### src/rtl/multiplication_seq_if.sv
// Start/operand handshake and hi/lo result bundle for the sequential multiplier.
// The requester drives through master; the multiplier implements slave.
interface multiplication_seq_if #(
    parameter int WIDTH = 32
);
    logic             start;
    logic [WIDTH-1:0] a;
    logic [WIDTH-1:0] b;
    logic [WIDTH-1:0] hi;
    logic [WIDTH-1:0] lo;
    logic             busy;
    logic             done;

    modport master (
        output start, a, b,
        input  hi, lo, busy, done
    );

    modport slave (
        input  start, a, b,
        output hi, lo, busy, done
    );
endinterface

### src/rtl/multiplication_seq.sv
// Iterative shift-and-add unsigned multiplier, one partial product per clock.
// Optional build macro MULT_EARLY_TERM_EN finishes as soon as the multiplier runs out of set bits.
module multiplication_seq #(
    parameter int WIDTH = 32
) (
    input logic                clock,
    input logic                reset_n,
    multiplication_seq_if.slave bus
);
    localparam int CNT_W = $clog2(WIDTH + 1);
    localparam logic [CNT_W-1:0] CNT_INIT = CNT_W'(WIDTH);
    localparam logic [CNT_W-1:0] CNT_ONE  = CNT_W'(1);

    typedef enum logic [1:0] {
        S_IDLE,
        S_BUSY,
        S_DONE
    } state_t;

    state_t             r_state;
    logic [2*WIDTH-1:0] r_acc;
    logic [2*WIDTH-1:0] r_mcand;
    logic [WIDTH-1:0]   r_mplier;
    logic [CNT_W-1:0]   r_cnt;
    logic [WIDTH-1:0]   r_hi;
    logic [WIDTH-1:0]   r_lo;
    logic               r_busy;
    logic               r_done;

    logic [2*WIDTH-1:0] w_acc_next;
    logic [WIDTH-1:0]   w_mplier_next;
    logic [CNT_W-1:0]   w_cnt_next;
    logic               w_last;

    // The sum cannot carry out: the full product of two WIDTH-bit values fits in 2*WIDTH bits.
    always_comb begin
        w_acc_next    = r_mplier[0] ? (r_acc + r_mcand) : r_acc;
        w_mplier_next = r_mplier >> 1;
        w_cnt_next    = r_cnt - CNT_ONE;
`ifdef MULT_EARLY_TERM_EN
        w_last        = (w_cnt_next == '0) || (w_mplier_next == '0);
`else
        w_last        = (w_cnt_next == '0);
`endif
    end

    always_ff @(posedge clock or negedge reset_n) begin
        if (!reset_n) begin
            r_state  <= S_IDLE;
            r_acc    <= '0;
            r_mcand  <= '0;
            r_mplier <= '0;
            r_cnt    <= '0;
            r_hi     <= '0;
            r_lo     <= '0;
            r_busy   <= 1'b0;
            r_done   <= 1'b0;
        end else begin
            case (r_state)
                S_IDLE, S_DONE: begin
                    if (bus.start) begin
                        r_acc    <= '0;
                        r_mcand  <= {{WIDTH{1'b0}}, bus.a};
                        r_mplier <= bus.b;
                        r_cnt    <= CNT_INIT;
                        r_busy   <= 1'b1;
                        r_done   <= 1'b0;
                        r_state  <= S_BUSY;
                    end
                end
                S_BUSY: begin
                    r_acc    <= w_acc_next;
                    r_mcand  <= r_mcand << 1;
                    r_mplier <= w_mplier_next;
                    r_cnt    <= w_cnt_next;
                    // hi/lo only move here, so they keep the previous product while busy.
                    if (w_last) begin
                        {r_hi, r_lo} <= w_acc_next;
                        r_busy       <= 1'b0;
                        r_done       <= 1'b1;
                        r_state      <= S_DONE;
                    end
                end
                default: begin
                    r_state <= S_IDLE;
                    r_busy  <= 1'b0;
                    r_done  <= 1'b0;
                end
            endcase
        end
    end

    assign bus.hi   = r_hi;
    assign bus.lo   = r_lo;
    assign bus.busy = r_busy;
    assign bus.done = r_done;
endmodule
### src/flat_wrapper.sv
// flat-port wrapper written by rule: the top's interface ports become plain ports
module multiplication_seq_flat 
#(
    parameter int WIDTH = 32
)
  (clock, reset_n, bus_start, bus_a, bus_b, bus_hi, bus_lo, bus_busy, bus_done);
  multiplication_seq_if #(.WIDTH(WIDTH)) bus_i ();
  input logic clock;
  input logic reset_n;
  input wire logic [$bits(bus_i.start)-1:0] bus_start;
  input wire logic [$bits(bus_i.a)-1:0] bus_a;
  input wire logic [$bits(bus_i.b)-1:0] bus_b;
  output wire logic [$bits(bus_i.hi)-1:0] bus_hi;
  output wire logic [$bits(bus_i.lo)-1:0] bus_lo;
  output wire logic [$bits(bus_i.busy)-1:0] bus_busy;
  output wire logic [$bits(bus_i.done)-1:0] bus_done;
  assign bus_i.start = bus_start;
  assign bus_i.a = bus_a;
  assign bus_i.b = bus_b;
  assign bus_hi = bus_i.hi;
  assign bus_lo = bus_i.lo;
  assign bus_busy = bus_i.busy;
  assign bus_done = bus_i.done;
  multiplication_seq #(.WIDTH(WIDTH)) u_core (.clock(clock), .reset_n(reset_n), .bus(bus_i));
endmodule
### config.mk
export PLATFORM = sky130hd
export DESIGN_NAME = multiplication_seq_flat
export DESIGN_NICKNAME = d
export VERILOG_FILES = /design/src/rtl/multiplication_seq_if.sv /design/src/rtl/multiplication_seq.sv /design/src/flat_wrapper.sv
export SDC_FILE = /design/constraint.sdc
export NUM_CORES = 1
export LEC_CHECK = 0
export CAP_MARGIN = 20
export CORE_ASPECT_RATIO = 1.4
export CORE_MARGIN = 2
export CORE_UTILIZATION = 35
export CTS_BUF_LIST = sky130_fd_sc_hd__clkbuf_4
export CTS_CLUSTER_SIZE = 30
export DETAILED_ROUTE_END_ITERATION = 16
export SKIP_CTS_REPAIR_TIMING = 1
export SYNTH_ARGS = -nofsm -noshare
export SYNTH_HDL_FRONTEND = slang
export SYNTH_SLANG_ARGS = --single-unit
export TNS_END_PERCENT = 1
### constraint.sdc
create_clock -name clock -period 3.1 [get_ports clock]
set_input_delay 0.62 -clock clock [delete_from_list [all_inputs] [get_ports clock]]
set_output_delay 0.62 -clock clock [all_outputs]
set_load 0.01 [all_outputs]
==> impl_metrics.csv <==
group,metric,value,unit
power,total_leakage_power,0.00807,uW
sta,finClkSkew,55.3,ps
detailed_routing,drt_first_pass_iters,5,
detailed_routing,ant_nets,0,
synth,synth_seq_area_share,43.1,%
synth,yosys_most_used_dff,"dfrtp_1",
synth,yosys.area.top_type_share,43.1,%
synth,yosysTopAreaCell,"dfrtp_1",
power,power.total,23400,uW
setup_path,path_depth,15,
sta,setup_viol,1,
sta,min_period,3120,ps
clocking,clockRootBuffer,"clkbuf_4",
clocking,htreeDepth,2,
placed_design,globalplace.congestion,0.888,
grt,grt_use_total,20.2,%
placed_design,hpwl,29.6,mm
clocking,cts_tree,"yes",
floorplan,core_area,38300,sq um
grt,grt_max_degree,77,
floorplan,die_w,170,um
synth,syn_area,13500,sq um
setup_path,cp_slowest_cell,"dfrtp_1",
detailed_routing,drtIter0Drc,561,
grt,grt_pass1_vias,12705,
detailed_routing,wl,40.8,mm
synth,synthTopCellsByCount,"nand2_1, dfrtp_1, nor2_1",
layout,area_growth,28.7,%
sta,fmax,320,MHz
floorplan,io_pins,133,
floorplan,die_area,40300,sq um
setup_path,cp.arrival,3770,ps
synth,synth-seq-cells,233,
synth,synth.avg_cell_area,8.70,sq um
setup_path,crit_path_cell_trace,"ha_2, inv_2, fa_2, nor2b_4, o311a_4, o21ai_4, a2111oi_4, buf_4, or3_4, a21oi_4, nor2_2, nor2_2, o31ai_2, xnor2_1, a311oi_1",
sta,fin_crit_sh,101,%
setup_path,slowest_delay,400,ps
power,ir_worst_vdd,519,uV
grt,grt_pass1_wl,65.3,mm
sta,drv_slew,0,
worst_hold_path,hold_path.class,"in2reg",
synth,syn-num-nets,1689,
setup_path,crit_required,3750,ps
power,power.density,1340,nW/um^2
synth,synth.distinct_cells,73,
sta,rsz0062_at_grt,"yes",
setup_path,critPathMaxFanout,3,
layout,nNetsFinal,1935,
floorplan,fp.dieH,237,um
detailed_routing,vias,12411,
clocking,cts_buffers,60,
synth,async_reset_ff_share,100,%
setup_path,critPathMostFrequentCell,"nor2_2",
sta,worst_slack,-22.5,ps
sta,finalHoldViolCount,0,
clocking,path_clk_slew,80,ps
synth,yosysMostFrequentCell,"nand2_1",
setup_path,ff2ff_path_depth,15,
clocking,clock-sinks,233,
sta,worstMarginPinSlew,721,ps
detailed_routing,drc,0,
run_status,violations,"negative setup slack",
setup_path,worstSetupStartpointType,"flop",
setup_path,critPathTopFamily,"compound AO/OA/AOI/OAI gates",
setup_path,critPathCaptureType,"flop",
sta,slew_headroom,52.0,%
synth,yosysWarnings,0,
grt,antenna_found_initial,1,
floorplan,initial_core_util,35.4,%
detailed_routing,vias_per_cell,5.33,
synth,synth_cells,1556,
flow_run,maxCapViolations,0,
placed_design,place_area,16300,sq um
floorplan,rows,85,
grt,gr-total-overflow,0,
layout,layout-drive-gt1-share,17.4,%
setup_path,path_class,"reg2reg",
sta,final.setup.tns,-22.5,ps
run_status,status,"finished, violations left",
synth,synth_edf_count,0,
synth,synth_area_leaders,"dfrtp_1, nand2_1, ha_1",
placed_design,portBuffers,132,
clocking,clock_latency,760,ps
layout,final_cell_area,17400,sq um
detailed_routing,wl_per_cell,17.5,um
worst_hold_path,whs_path_depth,3,
clocking,cts_buffer_depth,3,
setup_path,cp_num_buf_inv,2,
## kinds of logic after synthesis
logic type / synth area share [%]
fa+ha+maj: 6.15
simple gates: 18.2
xor+xnor: 4.08
mux: 2.23
flops: 43.1
compound gates: 22.6
buf+inv: 3.71
## metal layers
metal,share of wire [%],global-route usage [%]
met1,41,23.6
met5,0,0
met2,51,36.2
met4,3.1,7.74
met3,4.7,4.01
## path summary, 6_finish.rpt
path,endpoint,startpoint,slack (ps)
max in group asynchronous,u_core.bus.lo[21]$_DFFE_PN0P_,reset_n,1810
min in group asynchronous,u_core.r_mcand[44]$_DFFE_PN0P_,reset_n,440
worst max-delay path,u_core.bus.hi[8]$_DFFE_PN0P_,u_core.r_mcand[0]$_DFFE_PN0P_,-20
worst min-delay path,u_core.r_mplier[27]$_DFFE_PN0P_,bus_b[27],410
worst min register to register,u_core.bus.hi[23]$_DFFE_PN0P_,u_core.bus.hi[23]$_DFFE_PN0P_,480
worst max register to register,u_core.bus.hi[8]$_DFFE_PN0P_,u_core.r_mcand[0]$_DFFE_PN0P_,-20
## worst reg2reg max path: stages (launching register included)
cell,delay [ps]
dfrtp_1,400
ha_2,200
inv_2,60
fa_2,230
nor2b_4,50
o311a_4,360
o21ai_4,230
a2111oi_4,110
buf_4,140
or3_4,360
a21oi_4,160
nor2_2,50
nor2_2,160
o31ai_2,80
xnor2_1,140
a311oi_1,260
## stage by stage
stage	utilization [%]	worst slack (ps)	instances	hold WS (ps)
floorplan	-	255	1556	324
global placement	42.6	-270	2214	463
detailed placement	42.6	-325	2214	470
CTS	44.7	-391	2323	-176
global route	45.5	-192	2328	381
finish	45.5	-22.5	2328	410
## flip-flops by register name (all words and copies together) (netlist names)
signal / flops
u_core.bus.busy: 1
u_core.bus.hi: 32
u_core.bus.lo: 32
u_core.r_acc: 64
u_core.r_cnt: 6
u_core.r_mcand: 64
u_core.r_mplier: 32
u_core.r_state: 2
## area by class of cell
| cell class | instances | area, sq um |
|---|---|---|
| Inverter | 24 | 90.1 |
| Tap cell | 478 | 598 |
| Clock inverter | 31 | 206 |
| Fill cell | 3791 | 20900 |
| Sequential cell | 233 | 5830 |
| Multi-Input combinational cell | 1196 | 7530 |
| Timing Repair Buffer | 287 | 2580 |
| Clock buffer | 78 | 586 |
| Antenna cell | 1 | 2.50 |
## where the power goes
| part | internal, uW | switching [uW] | total (uW) | leakage (uW) |
|---|---|---|---|---|
| logic | 6680 | 8440 | 15100 | 0.00474 |
| registers | 4460 | 1050 | 5510 | 0.00286 |
| clock network | 1430 | 1360 | 2790 | 0.000460 |
## cell usage in the layout (no fill, tap or decap), drive strengths merged, types with 24 or more instances in the layout
cell           count
nand2            295
dfrtp            233
buf              155
o21ai            134
clkdlybuf4s50    131
nor2             129
a21oi            107
clkbuf            78
a31oi             66
ha                65
nand3             54
a21o              41
a22o              36
xnor2             32
xor2              31
mux2i             29
clkinv            27
nand4             25
inv               24
Power figures use the tool's default switching activity.
